`config.mk`:
```
export PLATFORM = sky130hd
export DESIGN_NAME = seg7_capture
export DESIGN_NICKNAME = d
export VERILOG_FILES = /design/src/rtl/seg7_pkg.sv /design/src/rtl/seg7_capture_fifo.sv /design/src/rtl/seg7_capture.sv
export SDC_FILE = /design/constraint.sdc
export NUM_CORES = 1
export LEC_CHECK = 0
export BUFFER_PORTS_ARGS = -buffer_cell sky130_fd_sc_hd__buf_2
export CAP_MARGIN = 40
export CORE_ASPECT_RATIO = 0.9
export CORE_MARGIN = 10
export CORE_UTILIZATION = 45
export CTS_BUF_LIST = sky130_fd_sc_hd__clkbuf_8
export DETAILED_ROUTE_END_ITERATION = 12
export GPL_TIMING_DRIVEN = 0
export SYNTH_ARGS = -nofsm -noshare
export SYNTH_HDL_FRONTEND = slang
export SYNTH_SLANG_ARGS = --single-unit
```
`constraint.sdc`:
```
create_clock -name clk -period 3.8 [get_ports clk]
set_clock_uncertainty 0.05 [all_clocks]
set_input_delay 0.76 -clock clk [delete_from_list [all_inputs] [get_ports clk]]
set_output_delay 0.76 -clock clk [all_outputs]
set_load 0.02 [all_outputs]
```
`src/rtl/seg7_pkg.sv`:
```
// Shared 7-segment definitions: hex segment codes (bit0=a..bit6=g, active high),
// the captured-entry layout and the pattern-to-digit decoder.
package seg7_pkg;

  localparam logic [6:0] SEG_0     = 7'h3F;
  localparam logic [6:0] SEG_1     = 7'h06;
  localparam logic [6:0] SEG_2     = 7'h5B;
  localparam logic [6:0] SEG_3     = 7'h4F;
  localparam logic [6:0] SEG_4     = 7'h66;
  localparam logic [6:0] SEG_5     = 7'h6D;
  localparam logic [6:0] SEG_6     = 7'h7D;
  localparam logic [6:0] SEG_7     = 7'h07;
  localparam logic [6:0] SEG_8     = 7'h7F;
  localparam logic [6:0] SEG_9     = 7'h6F;
  localparam logic [6:0] SEG_A     = 7'h77;
  localparam logic [6:0] SEG_B     = 7'h7C;
  localparam logic [6:0] SEG_C     = 7'h39;
  localparam logic [6:0] SEG_D     = 7'h5E;
  localparam logic [6:0] SEG_E     = 7'h79;
  localparam logic [6:0] SEG_F     = 7'h71;
  localparam logic [6:0] SEG_BLANK = 7'h00;

  localparam int ENTRY_W = 6;

  typedef struct packed {
    logic       inval;
    logic       blank;
    logic [3:0] digit;
  } entry_t;

  function automatic entry_t seg7_to_hex(input logic [6:0] seg);
    entry_t e;
    e = '0;
    case (seg)
      SEG_0:     e.digit = 4'h0;
      SEG_1:     e.digit = 4'h1;
      SEG_2:     e.digit = 4'h2;
      SEG_3:     e.digit = 4'h3;
      SEG_4:     e.digit = 4'h4;
      SEG_5:     e.digit = 4'h5;
      SEG_6:     e.digit = 4'h6;
      SEG_7:     e.digit = 4'h7;
      SEG_8:     e.digit = 4'h8;
      SEG_9:     e.digit = 4'h9;
      SEG_A:     e.digit = 4'hA;
      SEG_B:     e.digit = 4'hB;
      SEG_C:     e.digit = 4'hC;
      SEG_D:     e.digit = 4'hD;
      SEG_E:     e.digit = 4'hE;
      SEG_F:     e.digit = 4'hF;
      SEG_BLANK: e.blank = 1'b1;
      default:   e.inval = 1'b1;
    endcase
    return e;
  endfunction

endpackage

```
`src/rtl/seg7_capture_fifo.sv`:
```
// Show-ahead FIFO of captured entries; head is visible as soon as it is written.
// A push into a full FIFO is dropped unless the head is popped in the same cycle.
module seg7_capture_fifo #(
  parameter int DEPTH = 4,
  parameter int W     = 6
) (
  input  logic         clk,
  input  logic         rst_n,
  input  logic         push_i,
  input  logic [W-1:0] push_dat_i,
  input  logic         pop_rdy_i,
  output logic         head_vld_o,
  output logic [W-1:0] head_dat_o,
  output logic         accept_o,
  output logic         drop_o
);

  localparam int AW = $clog2(DEPTH);

  logic [AW:0]  wr_q, wr_d, rd_q, rd_d;
  logic [W-1:0] mem_q [DEPTH];
  logic         empty, full, pop;

  // Extra pointer bit separates full (MSBs differ) from empty (pointers equal).
  assign empty = (wr_q == rd_q);
  assign full  = (wr_q[AW] != rd_q[AW]) && (wr_q[AW-1:0] == rd_q[AW-1:0]);
  assign pop   = !empty && pop_rdy_i;

  always_comb begin
    accept_o = push_i && (!full || pop);
    drop_o   = push_i && full && !pop;
    wr_d     = accept_o ? wr_q + (AW+1)'(1) : wr_q;
    rd_d     = pop ? rd_q + (AW+1)'(1) : rd_q;
  end

  always_ff @(posedge clk or negedge rst_n) begin
    if (!rst_n) begin
      wr_q <= '0;
      rd_q <= '0;
    end else begin
      wr_q <= wr_d;
      rd_q <= rd_d;
    end
  end

  always_ff @(posedge clk) begin
    if (accept_o) mem_q[wr_q[AW-1:0]] <= push_dat_i;
  end

  assign head_vld_o = !empty;
  assign head_dat_o = empty ? '0 : mem_q[rd_q[AW-1:0]];

endmodule

```
`src/rtl/seg7_capture.sv`:
```
// Captures stable 7-segment patterns, decodes them to hex and queues each new digit.
// Latency seg_in->out_valid is 2 + STABLE_CYCLES + 1 cycles; full FIFO drops and flags ovf.
module seg7_capture
  import seg7_pkg::*;
#(
  parameter int STABLE_CYCLES = 4,
  parameter int DEPTH         = 4,
  parameter int CNT_W         = 8
) (
  input  logic             clk,
  input  logic             rst_n,
  input  logic [6:0]       seg_in,
  input  logic             clear_ovf,
  output logic             out_valid,
  input  logic             out_ready,
  output logic [3:0]       out_digit,
  output logic             out_blank,
  output logic             out_inval,
  output logic             ovf,
  output logic [CNT_W-1:0] commits
);

  localparam int CW = (STABLE_CYCLES > 2) ? $clog2(STABLE_CYCLES) : 1;
  localparam logic [CW-1:0] CNT_MAX = CW'(STABLE_CYCLES - 1);

  logic [6:0]       sync1_q, s2_q, s3_q, last_q, last_d;
  logic [CW-1:0]    cnt_q, cnt_d;
  logic             commit_q, commit_d;
  entry_t           entry_q, entry_d, head;
  logic             ovf_q, ovf_d;
  logic [CNT_W-1:0] commits_q, commits_d;
  logic             accept, drop;

  always_comb begin
    if (s2_q != s3_q)        cnt_d = '0;
    else if (cnt_q == CNT_MAX) cnt_d = cnt_q;
    else                     cnt_d = cnt_q + CW'(1);
    // Commit only on the edge into stability, and only for a pattern not already queued.
    commit_d  = (cnt_d == CNT_MAX) && (cnt_q != CNT_MAX) && (s2_q != last_q);
    last_d    = commit_d ? s2_q : last_q;
    entry_d   = commit_d ? seg7_to_hex(s2_q) : entry_q;
    ovf_d     = drop ? 1'b1 : (clear_ovf ? 1'b0 : ovf_q);
    commits_d = accept ? commits_q + CNT_W'(1) : commits_q;
  end

  always_ff @(posedge clk or negedge rst_n) begin
    if (!rst_n) begin
      sync1_q   <= '0;
      s2_q      <= '0;
      s3_q      <= '0;
      cnt_q     <= '0;
      last_q    <= SEG_BLANK;
      commit_q  <= 1'b0;
      entry_q   <= '0;
      ovf_q     <= 1'b0;
      commits_q <= '0;
    end else begin
      sync1_q   <= seg_in;
      s2_q      <= sync1_q;
      s3_q      <= s2_q;
      cnt_q     <= cnt_d;
      last_q    <= last_d;
      commit_q  <= commit_d;
      entry_q   <= entry_d;
      ovf_q     <= ovf_d;
      commits_q <= commits_d;
    end
  end

  seg7_capture_fifo #(
    .DEPTH (DEPTH),
    .W     (ENTRY_W)
  ) u_fifo (
    .clk        (clk),
    .rst_n      (rst_n),
    .push_i     (commit_q),
    .push_dat_i (entry_q),
    .pop_rdy_i  (out_ready),
    .head_vld_o (out_valid),
    .head_dat_o (head),
    .accept_o   (accept),
    .drop_o     (drop)
  );

  assign out_digit = head.digit;
  assign out_blank = head.blank;
  assign out_inval = head.inval;
  assign ovf       = ovf_q;
  assign commits   = commits_q;

endmodule

```
==> results of run 1 <==
-- flip-flops by register name (all words and copies together), names as in the netlist, 2 cells and up --
signal / cells
sync1_q: 7
entry_q: 6
u_fifo.rd_q: 3
last_q: 7
s3_q: 7
commits: 8
cnt_q: 2
u_fifo.wr_q: 3
u_fifo.mem_q: 24
s2_q: 7
-- logic make-up after synthesis --
group,synth area share (%)
compound gates,5.43
xor+xnor,7.77
fa+ha+maj,2.30
buf+inv,2.87
flops,61.8
mux,9.30
simple gates,10.5
-- metrics by stage --
stage,utilization (%),std cells,area (um2),setup slack [ps]
after floorplan,-,232,3270,1570
after global placement,49.7,351,3520,1340
after detailed placement,50.0,352,3540,1300
after CTS,53.0,368,3750,910
after global routing,53.0,368,3750,804
final,53.0,368,3750,979
-- final timing paths --
| check | start | to | slack (ps) | cells after the start |
|---|---|---|---|---|
| max in group asynchronous | rst_n | commits[4] | 2760 | 2 |
| worst min-delay path | sync1_q[2] | s2_q[2] | 300 | 0 |
| worst max register to register | u_fifo.rd_q[1] | u_fifo.mem_q[1][0] | 1380 | 5 |
| worst min register to register | sync1_q[2] | s2_q[2] | 300 | 0 |
| min in group asynchronous | rst_n | s3_q[6] | 380 | 1 |
| worst max-delay path | u_fifo.rd_q[1] | out_digit[2] | 980 | 5 |
-- layout by cell type, fill, tap and decap left out, types with 2 or more instances in the layout --
master / n
clkbuf_1: 11
a211o_1: 2
or3b_2: 2
mux2_2: 15
clkinv_2: 2
mux4_2: 6
nor2_1: 6
inv_1: 8
a21oi_1: 4
o32ai_1: 2
nand3b_1: 3
nand4_1: 4
nand2_1: 11
and3_1: 2
ha_1: 6
buf_2: 29
o21ai_0: 4
nand3_1: 5
clkbuf_8: 9
bufinv_16: 2
nor4_1: 6
xor2_1: 14
o22ai_1: 3
a41oi_1: 2
dfrtp_1: 52
xnor2_1: 15
edfxtp_1: 24
a31oi_1: 2
and2_1: 10
-- power by group through the flow --
stage          combinational [mW]  clock, mW  sequential, mW
4_1_cts                     0.437      0.677           0.883
2_1_floorplan               0.311          0           0.898
6_report                    0.426      0.658           0.883
3_3_place_gp                0.426          0           0.899
5_1_grt                     0.473      0.720           0.886
3_5_place_dp                0.436          0           0.900
-- final cells by class --
class	instances	area [um2]	share of cell area, %
clock inverter	7	90.1	2.40
clock buffer	9	124	3.30
buffer	15	67.6	1.80
inverter	7	26.3	0.701
timing repair buffer	27	150	4.00
multi-input combinational	134	1150	30.8
sequential	76	2020	53.9
tap	93	116	3.10
-- metal layers --
layer	vias up	global-route usage, %
li1	916	-
met1	914	14.7
met2	44	16.2
met3	7	3.84
met4	0	3.90
met5	-	0
==> metrics.md, run 1 <==
| Metric | Value |
|---|---|
| CTS tree | `yes` |
| Area leader, netlist | `dfrtp_1` |
| Total internal power | `1.42 mW` |
| Hold/Removal Path Class | `reg2reg` |
| Crit-path max cell delay | `420 ps` |
| Floorplan core area | `0.00708 mm2` |
| Via count of the routed design | `1881` |
| CTS Sinks | `76` |
| Vias in the first global route | `1958` |
| Worst hold margin | `300 ps` |
| Effective utilization at floorplan | `46.2%` |
| Most common cell in the synthesized netlist | `dfrtp_1` |
| Port Buffers | `26` |
| Rows | `29` |
| Fmax | `0.355 GHz` |
| WP data arrival | `2010 ps` |
| DRT Wirelength | `5.59 mm` |
| Pin count of the biggest net entering global routing | `28` |
| Crit Path Class | `reg2out` |
| Metal2 WL | `2.50 mm` |
| Clock share of power | `33.4%` |
| Max VDD drop | `0.263 mV` |
| IO Count | `27` |
| Worst Path Required | `2990 ps` |
| Gate power share | `21.7%` |
| Vias per cell | `5.11` |
| Final setup fails | `0` |
| # Max-Cap Violations | `0` |
| Clk_lat worst skew | `340 ps` |
| Switching power | `0.547 mW` |
| Met1 wire length | `2.71 mm` |
| Avg WL per Cell | `15.2 um` |
| Fillers | `624` |
| Yosys top cell area share | `39.8%` |
| CP Max Fanout | `9` |
| Final #Nets | `287` |
| Power, Total | `1.97 mW` |
| CP Cell Sequence | `clkbuf_1, xnor2_1, nand3b_1, and2_1, buf_2` |
| Worst slew margin | `58.2%` |
| Seq pwr share | `44.9%` |
| YS warnings | `0` |
| Die Height | `101 um` |
| Pleak | `1.60 nW` |
| Setup Buffers After CTS | `0` |
| Congestion Overflow GR | `0` |
| Routed length on met3 | `316 um` |
| Layout cell share with drive strength beyond 1 | `26.2%` |
| Tcrit/Tclk final | `74.2%` |
| Post-synthesis cell area | `0.00327 mm2` |
| First-pass GRT wire length | `9.48 mm` |
| Layout area overhead | `14.7%` |
| Worst Tran Pin Value | `627 ps` |
| RePlAce Congestion | `0.742` |
| CTS Root Cell | `clkbuf_8` |
| Switching portion of total power | `27.8%` |
| Max Root-Sink Buffers | `2` |
| Async SR Flop Fraction | `68.4%` |
| Top FF cell, synth | `dfrtp_1` |
| Mapped Nets | `249` |
| # hold bufs at CTS | `0` |
| Seq/Total Area, Yosys | `61.8%` |
| Netlist cell types | `37` |
| Uppermost routed layer | `met4` |
| Clk slew on worst S/H paths | `80 ps` |
| CP max stage cell | `clkbuf_1` |
| Pwr per Cell Area | `525 mW/mm2` |
| Post-DP HPWL | `3.91 mm` |
| Die Footprint | `0.0111 mm2` |
| Gate Count Post-Synth | `232` |
| Final Max Slew Viols | `0` |
| Antenna diodes | `0` |
| Status | `completed` |
| Die Wd | `110 um` |
| Final critical-path required period | `2820 ps` |
| Initial antenna violation count | `0` |
| H-tree levels | `3` |
| DRT iter0 DRCs | `90` |
| Buffers and inverters on the worst path | `2` |
| Post-CTS resize count | `0` |
| CP endpoint kind | `output port` |
| Top post-synthesis cells by area | `dfrtp_1 40%, edfxtp_1 22%, mux2_2 5.2%, mux4_2 4.1%, xnor2_1 4.0%` |
| Startpoint Class | `flop` |
| Avg Cell Area, Syn | `14.1 um2` |
| CP top delay family | `buffers and inverters` |
| Post-synth EDFFs | `24` |
| Yosys reg bits | `76` |
| 1st-pass router iterations | `4` |
| ANT nets after route | `0` |
| Count of final hold-check violations | `0` |
| Unrepaired setup endpoints after global routing | `false` |
| DRC viols | `0` |
| CTS Buf Count | `9` |
| Setup TNS | `0 ps` |
| Total GRT Usage | `11.0%` |
| Commonest cells post-synth | `52 x dfrtp_1, 24 x edfxtp_1, 15 x mux2_2, 15 x xnor2_1, 14 x xor2_1` |
Note: power is estimated with default switching activity, not from simulation.
==> run 2: changes to the inputs <==
==> constraint.sdc (replaced) <==
create_clock -name clk -period 2.75 [get_ports clk]
set_clock_uncertainty 0.05 [all_clocks]
set_input_delay 0.55 -clock clk [delete_from_list [all_inputs] [get_ports clk]]
set_output_delay 0.55 -clock clk [all_outputs]
set_load 0.02 [all_outputs]
==> run 2 against run 1 <==
Global-route usage unchanged. Via count fell by 0.74%. Clock power rose by 38%. Setup slack worse by 710 ps. Design area is essentially flat. Utilization hardly changed. First-iteration DRC count did not move. Combinational power grew 23%. Final cell count unchanged. Power increased by 35%. Wire length increased by 0.36%.
==> metrics.md, run 2 (synthesized netlist as in run 1, its figures left out) <==
| Metric | Value |
|---|---|
| Die Footprint | `0.0111 mm2` |
| Fmax | `0.403 GHz` |
| Vias per cell | `5.07` |
| # hold bufs at CTS | `0` |
| CTS tree | `yes` |
| Crit path capture | `out_digit[2]` |
| Congestion Overflow GR | `0` |
| Flop2flop setup slack | `480 ps` |
| Commonest non-fill, non-tap cell in the layout | `dfrtp_1` |
| Final critical-path required period | `2480 ps` |
| CTS Root Cell | `clkbuf_8` |
| CP Max Fanout | `9` |
| Worst Tran Pin Value | `621 ps` |
| DP Area | `0.00354 mm2` |
| Count of final hold-check violations | `0` |
| Die Height | `101 um` |
| Placement Setup Slack | `297 ps` |
| DRT iter0 DRCs | `90` |
| CP Cell Sequence | `clkbuf_2, xnor2_1, nand3b_1, and2_1, buf_2` |
| Die Wd | `110 um` |
| Tcrit/Tclk final | `90.2%` |
| CTS Sinks | `76` |
| Setup TNS | `0 ps` |
| Setup WS post-layout | `270 ps` |
| Placed Cells | `352` |
| Crit Path Class | `reg2out` |
| Layout area overhead | `14.7%` |
| Unrepaired setup endpoints after global routing | `false` |
| Clk slew on worst S/H paths | `80 ps` |
| Worst Path Required | `2150 ps` |
| Max reg flops | `24` |
| Pin count of the biggest net entering global routing | `28` |
| Power, Total | `2.65 mW` |
| First-pass GRT wire length | `9.48 mm` |
| Startpoint Class | `flop` |
| Rows | `29` |
| Initial antenna violation count | `0` |
| H-tree levels | `3` |
| Finished Layout Cells | `368` |
| RePlAce Congestion | `0.742` |
| Pwr per Cell Area | `708 mW/mm2` |
| Max Root-Sink Buffers | `2` |
| Worst slew margin | `58.6%` |
| Most frequent cells in the layout | `52 x dfrtp_1, 29 x buf_2, 24 x edfxtp_1` |
| DRC viols | `0` |
| # Max-Cap Violations | `0` |
| Via count of the routed design | `1867` |
| WP data arrival | `1880 ps` |
| Status | `completed` |
| Avg WL per Cell | `15.3 um` |
| IO Count | `27` |
| CP endpoint kind | `output port` |
| DRT Wirelength | `5.61 mm` |
| Max VDD drop | `0.363 mV` |
| Port Buffers | `26` |
| Final #Nets | `287` |
| Final Max Slew Viols | `0` |
| 1st-pass router iterations | `4` |
| Pleak | `1.62 nW` |
| Vias in the first global route | `1958` |
| Hold/Removal Path Class | `in2async` |
| ANT nets after route | `0` |
| Reg-to-Reg End | `entry_q[4]` |
| R2R depth | `6` |
| Layout cell share with drive strength beyond 1 | `26.5%` |
| Effective utilization at floorplan | `46.2%` |
| CP max stage cell | `dfrtp_1` |
| Crit-path max cell delay | `380 ps` |
| Worst R2R Start | `s2_q[1]` |
| CTS Buf Count | `9` |
| Design area | `0.00375 mm2` |
| Total GRT Usage | `11.0%` |
| Worst setup startpoint | `u_fifo.rd_q[1]` |
| Final setup fails | `0` |
| Layout Utilization | `53.0%` |
| Worst hold margin | `167 ps` |
| Floorplan core area | `0.00708 mm2` |
| Post-DP HPWL | `3.91 mm` |
| Clk_lat worst skew | `340 ps` |
| Antenna diodes | `0` |
run 2: how the worst min path moves through the flow:
stage | cells past startpoint | slack (ps) | from | endpoint
finish | 1 | 170 | rst_n | s3_q[6]
global route | 1 | 200 | rst_n | s3_q[6]
floorplan | 0 | 200 | rst_n | cnt_q[0]
global placement | 0 | 280 | sync1_q[2] | s2_q[2]
CTS | 1 | 180 | rst_n | s3_q[6]
detailed placement | 0 | 280 | sync1_q[2] | s2_q[2]
run 2: critical path: cells and delay by family, from the launching register on:
kind / cells / cell delay, ps
xor+xnor: 1 / 270
buf+inv: 2 / 360
simple gates: 2 / 520
flops: 1 / 380
run 2: power breakdown:
| group | switching [mW] | internal (mW) |
|---|---|---|
| Clock | 0.401 | 0.508 |
| Combinational | 0.299 | 0.226 |
| Sequential | 0.0205 | 1.20 |
run 2: final cells by class:
cell class,count,area (um2)
inverters,7,26.3
clock inverters,7,90.1
fillers,626,3320
multi-input cells,134,1150
clock buffers,9,124
flip-flops and latches,76,2020
well taps,93,116
plain buffers,15,68.8
repair buffers,27,150
run 2: routing by layer:
layer | global-route usage [%] | share of wire, % | vias up
li1 | - | - | 914
met1 | 14.7 | 49 | 911
met2 | 16.2 | 45 | 37
met3 | 3.84 | 4.8 | 5
met4 | 3.90 | 0.98 | 0
met5 | 0 | 0 | -
run 2: repair_timing:
item,4_1_cts,5_1_grt
gates resized for setup,0,2
setup endpoints to repair,0,6
buffers inserted,0,0
==> run 3: changes to the inputs <==
--- a/config.mk
+++ b/config.mk
@@ -13,6 +13,7 @@
 export CTS_BUF_LIST = sky130_fd_sc_hd__clkbuf_8
 export DETAILED_ROUTE_END_ITERATION = 12
 export GPL_TIMING_DRIVEN = 0
+export SETUP_SLACK_MARGIN = 0.3
 export SYNTH_ARGS = -nofsm -noshare
 export SYNTH_HDL_FRONTEND = slang
 export SYNTH_SLANG_ARGS = --single-unit
==> constraint.sdc (replaced) <==
create_clock -name clk -period 2.75 [get_ports clk]
set_clock_uncertainty 0.05 [all_clocks]
set_input_delay 0.275 -clock clk [delete_from_list [all_inputs] [get_ports clk]]
set_output_delay 0.275 -clock clk [all_outputs]
set_load 0.02 [all_outputs]
==> run 3 against run 2 <==
Clock power about the same. Power increased by 0.62%. Final cell count increased by 2.2%. Design area increased by 2.3%. Flip-flop and latch count unchanged. Via count increased by 2.0%. Non-clock buffer count increased by 8. Largest cell class unchanged. Largest power group unchanged.
==> metrics.md, run 3 (synthesized netlist as in run 1, its figures left out) <==
| Metric | Value |
|---|---|
| Congestion Overflow GR | `0` |
| Vias per cell | `5.07` |
| First-pass GRT wire length | `9.74 mm` |
| Total GRT Usage | `11.3%` |
| ANT nets after route | `0` |
| CP max stage cell | `a41oi_4` |
| Worst Path Required | `2920 ps` |
| CTS tree | `yes` |
| CP top delay family | `simple AND/OR/NAND/NOR gates` |
| Setup TNS | `0 ps` |
| Clk_lat worst skew | `340 ps` |
| Crit-path max cell delay | `390 ps` |
| Initial antenna violation count | `0` |
| Via count of the routed design | `1905` |
| Worst slew margin | `57.9%` |
| Tcrit/Tclk final | `82.7%` |
| Final setup fails | `0` |
| CP Max Fanout | `9` |
| Die Height | `101 um` |
| Worst Tran Pin Value | `632 ps` |
| Vias in the first global route | `1994` |
| CTS Sinks | `76` |
| DRT Wirelength | `5.74 mm` |
| Layout area overhead | `17.4%` |
| Unrepaired setup endpoints after global routing | `false` |
| Max VDD drop | `0.368 mV` |
| Crit Path Class | `reg2reg` |
| Max reg flops | `24` |
| Floorplan core area | `0.00708 mm2` |
| Antenna diodes | `0` |
| Port Buffers | `26` |
| Final Max Slew Viols | `0` |
| CP endpoint kind | `flop` |
| WP data arrival | `2440 ps` |
| Die Wd | `110 um` |
| Avg WL per Cell | `15.3 um` |
| # Max-Cap Violations | `0` |
| Count of final hold-check violations | `0` |
| H-tree levels | `3` |
| Die Footprint | `0.0111 mm2` |
| RePlAce Congestion | `0.742` |
| Hold/Removal Path Class | `in2reg` |
| CTS Root Cell | `clkbuf_8` |
| DRT iter0 DRCs | `79` |
| Final critical-path required period | `2270 ps` |
| Commonest non-fill, non-tap cell in the layout | `dfrtp_1` |
| DRC viols | `0` |
| 1st-pass router iterations | `4` |
| Most frequent cells in the layout | `52 x dfrtp_1, 29 x buf_2, 24 x edfxtp_1` |
| CP Cell Sequence | `buf_2, xor2_1, nor4_4, nand4_4, a41oi_4, mux2_2` |
| IO Count | `27` |
| Max Root-Sink Buffers | `2` |
| Startpoint Class | `flop` |
| Pleak | `1.65 nW` |
| CTS Buf Count | `9` |
| Clk slew on worst S/H paths | `80 ps` |
| Final #Nets | `295` |
| Post-DP HPWL | `3.91 mm` |
| Rows | `29` |
| Pin count of the biggest net entering global routing | `28` |
| Pwr per Cell Area | `696 mW/mm2` |
| Layout cell share with drive strength beyond 1 | `26.1%` |
| Fmax | `0.440 GHz` |
| Status | `completed` |
| Layout Utilization | `54.3%` |
| Effective utilization at floorplan | `46.2%` |
| Buffers and inverters on the worst path | `1` |
==> run 3: what timing repair did <==
| item | CTS | global route |
|---|---|---|
| setup buffers | 0 | 0 |
| endpoints found under the setup margin | 18 | 13 |
| endpoints found under the hold margin | 33 | 0 |
| gates cloned | 0 | 0 |
| hold buffers | 8 | 0 |
| resized for setup | 1 | 1 |
==> run 3: final cells by class <==
cell class / count / area [um2]
buffer: 15 / 68.8
clock buffer: 9 / 124
clock inverter: 7 / 90.1
fill: 616 / 3240
inverter: 7 / 26.3
multi-input combinational: 134 / 1160
sequential: 76 / 2020
tap: 93 / 116
timing repair buffer: 35 / 230
==> run 3: power breakdown <==
group          leakage (nW)  internal, mW  switching [mW]
sequential            0.898          1.20          0.0206
combinational         0.641         0.233           0.305
clock                 0.111         0.508           0.404
total                  1.65          1.94           0.730
==> run 3: worst paths after layout <==
check	to	depth (start not counted)	slack [ps]	from
min reg2reg	s2_q[4]	0	300	sync1_q[4]
min	ovf	2	60	clear_ovf
max in group asynchronous	commits[4]	3	1640	rst_n
max	entry_q[4]	6	480	s2_q[1]
max reg2reg	entry_q[4]	6	480	s2_q[1]
min in group asynchronous	s3_q[6]	2	450	rst_n
==> run 3: per-stage QoR <==
step | total power, mW | instance area [um2] | setup slack [ps] | std cells | hold WS [ps]
floorplan | 1.62 | 3270 | 704 | 232 | -70.6
global placement | 1.77 | 3520 | 374 | 351 | 283
detailed placement | 1.78 | 3540 | 297 | 352 | 279
CTS | 2.70 | 3830 | 439 | 376 | 48.5
global route | 2.82 | 3840 | 337 | 376 | 46.4
finish | 2.67 | 3840 | 477 | 376 | 62.5
==> run 3: metal layers <==
layer	vias up	GRT usage, %	wire, um
li1	931	-	-
met4	0	3.90	71
met5	-	0	0
met2	41	16.7	2570
met3	7	4.09	315
met1	926	15.0	2770
